==> config.mk <==
export PLATFORM = sky130hd
export DESIGN_NAME = net_framer
export DESIGN_NICKNAME = d
export VERILOG_FILES = /design/src/rtl/net_framer_pkg.sv /design/src/rtl/net_cksum.sv /design/src/rtl/net_framer.sv
export SDC_FILE = /design/constraint.sdc
export NUM_CORES = 1
export LEC_CHECK = 0
export CORE_ASPECT_RATIO = 1.5
export CORE_MARGIN = 2
export CORE_UTILIZATION = 25
export DETAILED_ROUTE_END_ITERATION = 12
export HOLD_SLACK_MARGIN = 0.05
export MAX_ROUTING_LAYER = met4
export PLACE_DENSITY_LB_ADDON = 0.12
export SETUP_SLACK_MARGIN = 0.15
export SYNTH_ARGS = -nofsm -noshare
export SYNTH_HDL_FRONTEND = slang
export SYNTH_HIERARCHICAL = 1
export SYNTH_SLANG_ARGS = --single-unit
export TNS_END_PERCENT = 100
==> constraint.sdc <==
create_clock -name clk -period 2.4 [get_ports clk]
set_input_delay 0.48 -clock clk [delete_from_list [all_inputs] [get_ports clk]]
set_output_delay 0.48 -clock clk [all_outputs]
set_load 0.005 [all_outputs]
==> src/rtl/net_framer_pkg.sv <==
// Shared types and constants for the link framer.
// NET_FRAMER_CKSUM_EN adds the trailing checksum byte and its FSM state.
package net_framer_pkg;

    typedef enum logic [2:0] {
        ST_IDLE,
        ST_HDR_START,
        ST_HDR_ADDR,
        ST_HDR_SEQ,
        ST_FETCH,
        ST_LOAD,
        ST_PAYLOAD
`ifdef NET_FRAMER_CKSUM_EN
        , ST_CKSUM
`endif
    } state_e;

    localparam logic [7:0] START_BYTE_DEF = 8'h7E;
    localparam int         HDR_LEN        = 3;

    // Bytes on the wire for one frame of the given payload size.
    function automatic int frame_len(input int packet_size);
`ifdef NET_FRAMER_CKSUM_EN
        return HDR_LEN + packet_size + 1;
`else
        return HDR_LEN + packet_size;
`endif
    endfunction

endpackage

==> src/rtl/net_cksum.sv <==
// 8-bit modulo-256 accumulator; clear has priority over add.
module net_cksum (
    input  logic       clk,
    input  logic       reset,
    input  logic       clr_i,
    input  logic       add_i,
    input  logic [7:0] data_i,
    output logic [7:0] sum_o
);

    logic [7:0] sum_q;

    always_ff @(posedge clk or negedge reset) begin
        if (!reset) begin
            sum_q <= 8'h00;
        end else if (clr_i) begin
            sum_q <= 8'h00;
        end else if (add_i) begin
            sum_q <= sum_q + data_i;
        end
    end

    assign sum_o = sum_q;

endmodule

==> src/rtl/net_framer.sv <==
// Drains fixed-size packets from the transport buffer and wraps them in link
// frames. NET_FRAMER_CKSUM_EN appends a checksum byte (sum of addr, seq, payload).
module net_framer
    import net_framer_pkg::*;
#(
    parameter int         PACKET_SIZE = 16,
    parameter logic [7:0] START_BYTE  = START_BYTE_DEF
) (
    input  logic        clk,
    input  logic        reset,
    input  logic [7:0]  bufData,
    input  logic [9:0]  bufCount,
    input  logic        bufEmpty,
    output logic        bufRd,
    input  logic [7:0]  phoneNum,
    output logic [7:0]  txData,
    output logic        txValid,
    input  logic        txReady,
    output logic        busy,
    output logic [15:0] framesSent
);

    localparam logic [9:0] PKT_CNT  = 10'(PACKET_SIZE);
    localparam logic [7:0] LAST_IDX = 8'(PACKET_SIZE - 1);

    state_e      state_q, state_d;
    logic [7:0]  tx_data_q, tx_data_d;
    logic        tx_valid_q, tx_valid_d;
    logic [7:0]  phone_q, phone_d;
    logic [7:0]  seq_q, seq_d;
    logic [7:0]  cnt_q, cnt_d;
    logic [15:0] frames_q, frames_d;
    logic        accept;
    logic        frame_done;

`ifdef NET_FRAMER_CKSUM_EN
    logic       cks_clr;
    logic       cks_add;
    logic [7:0] cks_sum;

    // The byte being accepted is added on the same edge, so the checksum byte
    // itself is formed from the pre-add sum plus the outgoing byte.
    net_cksum u_cksum (
        .clk    (clk),
        .reset  (reset),
        .clr_i  (cks_clr),
        .add_i  (cks_add),
        .data_i (tx_data_q),
        .sum_o  (cks_sum)
    );
`endif

    assign accept = tx_valid_q && txReady;

    always_ff @(posedge clk or negedge reset) begin
        if (!reset) begin
            state_q    <= ST_IDLE;
            tx_data_q  <= 8'h00;
            tx_valid_q <= 1'b0;
            phone_q    <= 8'h00;
            seq_q      <= 8'h00;
            cnt_q      <= 8'h00;
            frames_q   <= 16'h0000;
        end else begin
            state_q    <= state_d;
            tx_data_q  <= tx_data_d;
            tx_valid_q <= tx_valid_d;
            phone_q    <= phone_d;
            seq_q      <= seq_d;
            cnt_q      <= cnt_d;
            frames_q   <= frames_d;
        end
    end

    always_comb begin
        state_d    = state_q;
        tx_data_d  = tx_data_q;
        tx_valid_d = tx_valid_q;
        phone_d    = phone_q;
        seq_d      = seq_q;
        cnt_d      = cnt_q;
        frames_d   = frames_q;
        frame_done = 1'b0;
`ifdef NET_FRAMER_CKSUM_EN
        cks_clr    = 1'b0;
        cks_add    = 1'b0;
`endif
        case (state_q)
            ST_IDLE: begin
                if (bufCount >= PKT_CNT && !bufEmpty) begin
                    state_d    = ST_HDR_START;
                    phone_d    = phoneNum;
                    tx_data_d  = START_BYTE;
                    tx_valid_d = 1'b1;
                    cnt_d      = 8'h00;
`ifdef NET_FRAMER_CKSUM_EN
                    cks_clr    = 1'b1;
`endif
                end
            end
            ST_HDR_START: begin
                if (accept) begin
                    state_d   = ST_HDR_ADDR;
                    tx_data_d = phone_q;
                end
            end
            ST_HDR_ADDR: begin
                if (accept) begin
                    state_d   = ST_HDR_SEQ;
                    tx_data_d = seq_q;
`ifdef NET_FRAMER_CKSUM_EN
                    cks_add   = 1'b1;
`endif
                end
            end
            ST_HDR_SEQ: begin
                if (accept) begin
                    state_d    = ST_FETCH;
                    tx_valid_d = 1'b0;
`ifdef NET_FRAMER_CKSUM_EN
                    cks_add    = 1'b1;
`endif
                end
            end
            ST_FETCH: begin
                state_d = ST_LOAD;
            end
            ST_LOAD: begin
                state_d    = ST_PAYLOAD;
                tx_data_d  = bufData;
                tx_valid_d = 1'b1;
            end
            ST_PAYLOAD: begin
                if (accept) begin
                    cnt_d = cnt_q + 8'h01;
`ifdef NET_FRAMER_CKSUM_EN
                    cks_add = 1'b1;
`endif
                    if (cnt_q != LAST_IDX) begin
                        state_d    = ST_FETCH;
                        tx_valid_d = 1'b0;
                    end else begin
`ifdef NET_FRAMER_CKSUM_EN
                        state_d   = ST_CKSUM;
                        tx_data_d = cks_sum + tx_data_q;
`else
                        frame_done = 1'b1;
`endif
                    end
                end
            end
`ifdef NET_FRAMER_CKSUM_EN
            ST_CKSUM: begin
                if (accept) begin
                    frame_done = 1'b1;
                end
            end
`endif
            default: begin
                state_d    = ST_IDLE;
                tx_valid_d = 1'b0;
            end
        endcase

        if (frame_done) begin
            state_d    = ST_IDLE;
            tx_valid_d = 1'b0;
            seq_d      = seq_q + 8'h01;
            frames_d   = frames_q + 16'h0001;
        end
    end

    assign bufRd      = (state_q == ST_FETCH);
    assign txData     = tx_data_q;
    assign txValid    = tx_valid_q;
    assign busy       = (state_q != ST_IDLE);
    assign framesSent = frames_q;

endmodule

==> flow_summary.json <==
{
  "outcome": "completed",
  "clock_latency_ns": 0.29,
  "max_freq_mhz": 457,
  "seq_area_um2": 1300,
  "cts_buffer_depth": 2,
  "crit_chain": "buf_4, inv_1, and3_1, clkdlybuf4s50_1",
  "path_buf_inv": 3,
  "switching_share_pct": 32.9,
  "critPathArrivalTime_ns": 1.71,
  "fin_crit_sh_pct": 91.2,
  "setup_viol": 0,
  "finalNetCount": 356,
  "cts_hold_buf": 0,
  "port_buffers": 52,
  "dp_hpwl_um": 4840,
  "slowest_delay_ns": 0.50,
  "avgSynthCellArea_um2": 10.0,
  "yosysMostFrequentCell": "dfrtp_1",
  "syn_nets": 295,
  "io_pins": 57,
  "crit_fanout": 12,
  "synth-xor-area-share_pct": 7.34,
  "n_antenna_cell": 0,
  "cts_setup_buffers": 0,
  "multi_input_area_um2": 1210,
  "min_period_ns": 2.19,
  "grt_pass1_wl_um": 11100,
  "syn_area_um2": 2630,
  "reg2reg_slack_ns": 0.48,
  "fp-row-count": 45,
  "antenna_found_initial": 0,
  "wl_um": 6530,
  "maxSlewHeadroom_pct": 48.0,
  "power_frac_seq_pct": 38.4,
  "synth_cell_type_count": 45,
  "post-route-drc-count": 0,
  "die_area_um2": 11400,
  "ant_nets": 0,
  "fin_area_um2": 3520,
  "cts_tree": "done",
  "drv_cap": 0,
  "ctsHtreeMaxLevel": 2,
  "viasPerCell": 4.59,
  "path_depth": 4,
  "clock_sinks": 52,
  "yosys.area.top_type": "dfrtp_1",
  "synth_common_cells": "52 x dfrtp_1, 41 x nand2_1, 17 x nand3_1",
  "gr-total-overflow": 0,
  "crit_family": "buffers and inverters",
  "grt_usage_pct": 13.0,
  "grt_max_degree": 29,
  "hold_viol": 0,
  "netlist.area_leader.share_pct": 49.5,
  "ys_seq_area_share_pct": 49.5,
  "start_kind": "flop",
  "hold_path.class": "in -> async",
  "rr_startpoint": "state_q[2]",
  "synth_seq_cells": 52,
  "r2r_cells": 5,
  "synth_fa_ha_area_share_pct": 1.43,
  "slowest_stage": "clkdlybuf4s50_1",
  "num_vias": 2135,
  "syn_inst": 262,
  "place_congestion": 0.724,
  "fin_skew_ns": 0.00772,
  "power_frac_clock_pct": 24.8,
  "grt_pass1_vias": 2254,
  "comb_power_share_pct": 36.8,
  "cp.required_ns": 1.92,
  "setup_tns_ns": 0,
  "synth_top_family_by_area": "simple AND/OR/NAND/NOR gates",
  "clockRootBuffer": "clkbuf_16",
  "die_y_um": 130,
  "cp-end-kind": "primary output",
  "die_w_um": 87.7,
  "post_cts_resized": 0,
  "synth_area_leaders": "dfrtp_1 50%, nand2_1 5.9%, xor2_1 4.7%",
  "layout-drive-gt1-share_pct": 8.95,
  "synth_warnings": 6,
  "drv_slew": 0,
  "crit_type": "reg -> out",
  "ys.flop_type": "dfrtp_1",
  "internal_power_mw": 2.00,
  "cts_inserted_buffers": 5,
  "initial_core_util_pct": 25.8,
  "crit_start": "state_q[1]",
  "dr.first_iter.drc_count": 81,
  "rsz0062_at_grt": "no",
  "postPlaceCellArea_um2": 3370,
  "synth.area.mux_share_pct": 4.29,
  "wl_per_cell_um": 14.0,
  "max_slew.worst_pin.slew_ns": 0.775,
  "power_mw": 2.98,
  "synth_compound_area_share_pct": 11.6,
  "p_sw_mw": 0.981,
  "dr.pass1.iters": 4,
  "nFillCells": 1081,
  "synthArstFlopShare_pct": 100,
  "power_density_nw_per_um2": 849,
  "yosys.area_share.simple_pct": 21.4,
  "synth_edf_count": 0,
  "areaGrowthSynthToFinish_pct": 33.9,
  "ir_drop_v": 0.000389,
  "core_area_um2": 10200,
  "clk_pin_slew_ns": 0.07,
  "cellLeakagePower_nw": 1.63
}
[flip-flops by register name, summed over array words and instances, names as in the netlist]
| signal | count |
|---|---|
| framesSent | 16 |
| txValid | 1 |
| state_q | 3 |
| cnt_q | 8 |
| phone_q | 8 |
| seq_q | 8 |
| txData | 8 |
[through the flow]
step           cells  worst slack, ns  util [%]  hold slack [ns]
3_5_place_dp     457            0.158      33.0            0.464
6_report         465            0.211      34.5            0.202
5_1_grt          465            0.153      34.5            0.250
2_1_floorplan    262            0.563         -            0.184
3_3_place_gp     457            0.157      33.0            0.459
4_1_cts          465            0.194      34.5            0.223
[path summary, 6_finish.rpt]
path	end
worst max-delay path	bufRd
worst max register to register	phone_q[4]
min in group clk	framesSent[15]
worst min-delay path	framesSent[0]
worst min register to register	framesSent[15]
max in group asynchronous	phone_q[4]
[cells in the final DEF, fill, tap and decap left out, types with 6 or more instances in the layout]
| cell type | count |
|---|---|
| buf_4 | 11 |
| inv_1 | 16 |
| nor4_1 | 7 |
| xor2_1 | 14 |
| o21ai_0 | 6 |
| nor3_1 | 9 |
| mux2i_1 | 6 |
| clkdlybuf4s50_1 | 51 |
| o22a_1 | 6 |
| o22ai_1 | 8 |
| dfrtp_1 | 52 |
| nand2_1 | 41 |
| nand3_1 | 17 |
| xnor2_1 | 8 |
[area by class of cell]
class | count | area share, %
Clock inverter | 2 | 0.285
Sequential cell | 52 | 37.0
Multi-Input combinational cell | 184 | 34.4
Clock buffer | 6 | 3.95
Tap cell | 141 | 5.02
Inverter | 16 | 1.71
Timing Repair Buffer | 64 | 17.6
[layer usage]
layer	wire, µm	vias up	share of wire, %	GRT usage, %
met5	0	-	0	-
met4	106	0	1.6	4.34
met3	182	6	2.8	2.42
met2	3630	28	56	22.7
met1	2610	1039	40	14.7
li1	-	1062	-	-
[cell families (layout without fill, tap and decap cells)]
kind of cell             after synthesis  after routing
adder cells (fa/ha/maj)                3              3
AND/OR/NAND/NOR                      108            108
AO/OA/AOI/OAI                         41             41
flip-flops                            52             52
XOR/XNOR                              22             22
buffers and inverters                 26             88
multiplexers                          10             10
[power groups by stage]
stage               sequential, mW  clock (mW)  combinational (mW)
CTS                           1.15       0.773                1.12
finish                        1.15       0.741                1.10
floorplan                     1.16           0               0.714
global route                  1.17       0.804                1.23
detailed placement            1.17           0                1.11
global placement              1.16           0                1.11
Note: power is estimated with default switching activity, not from simulation.
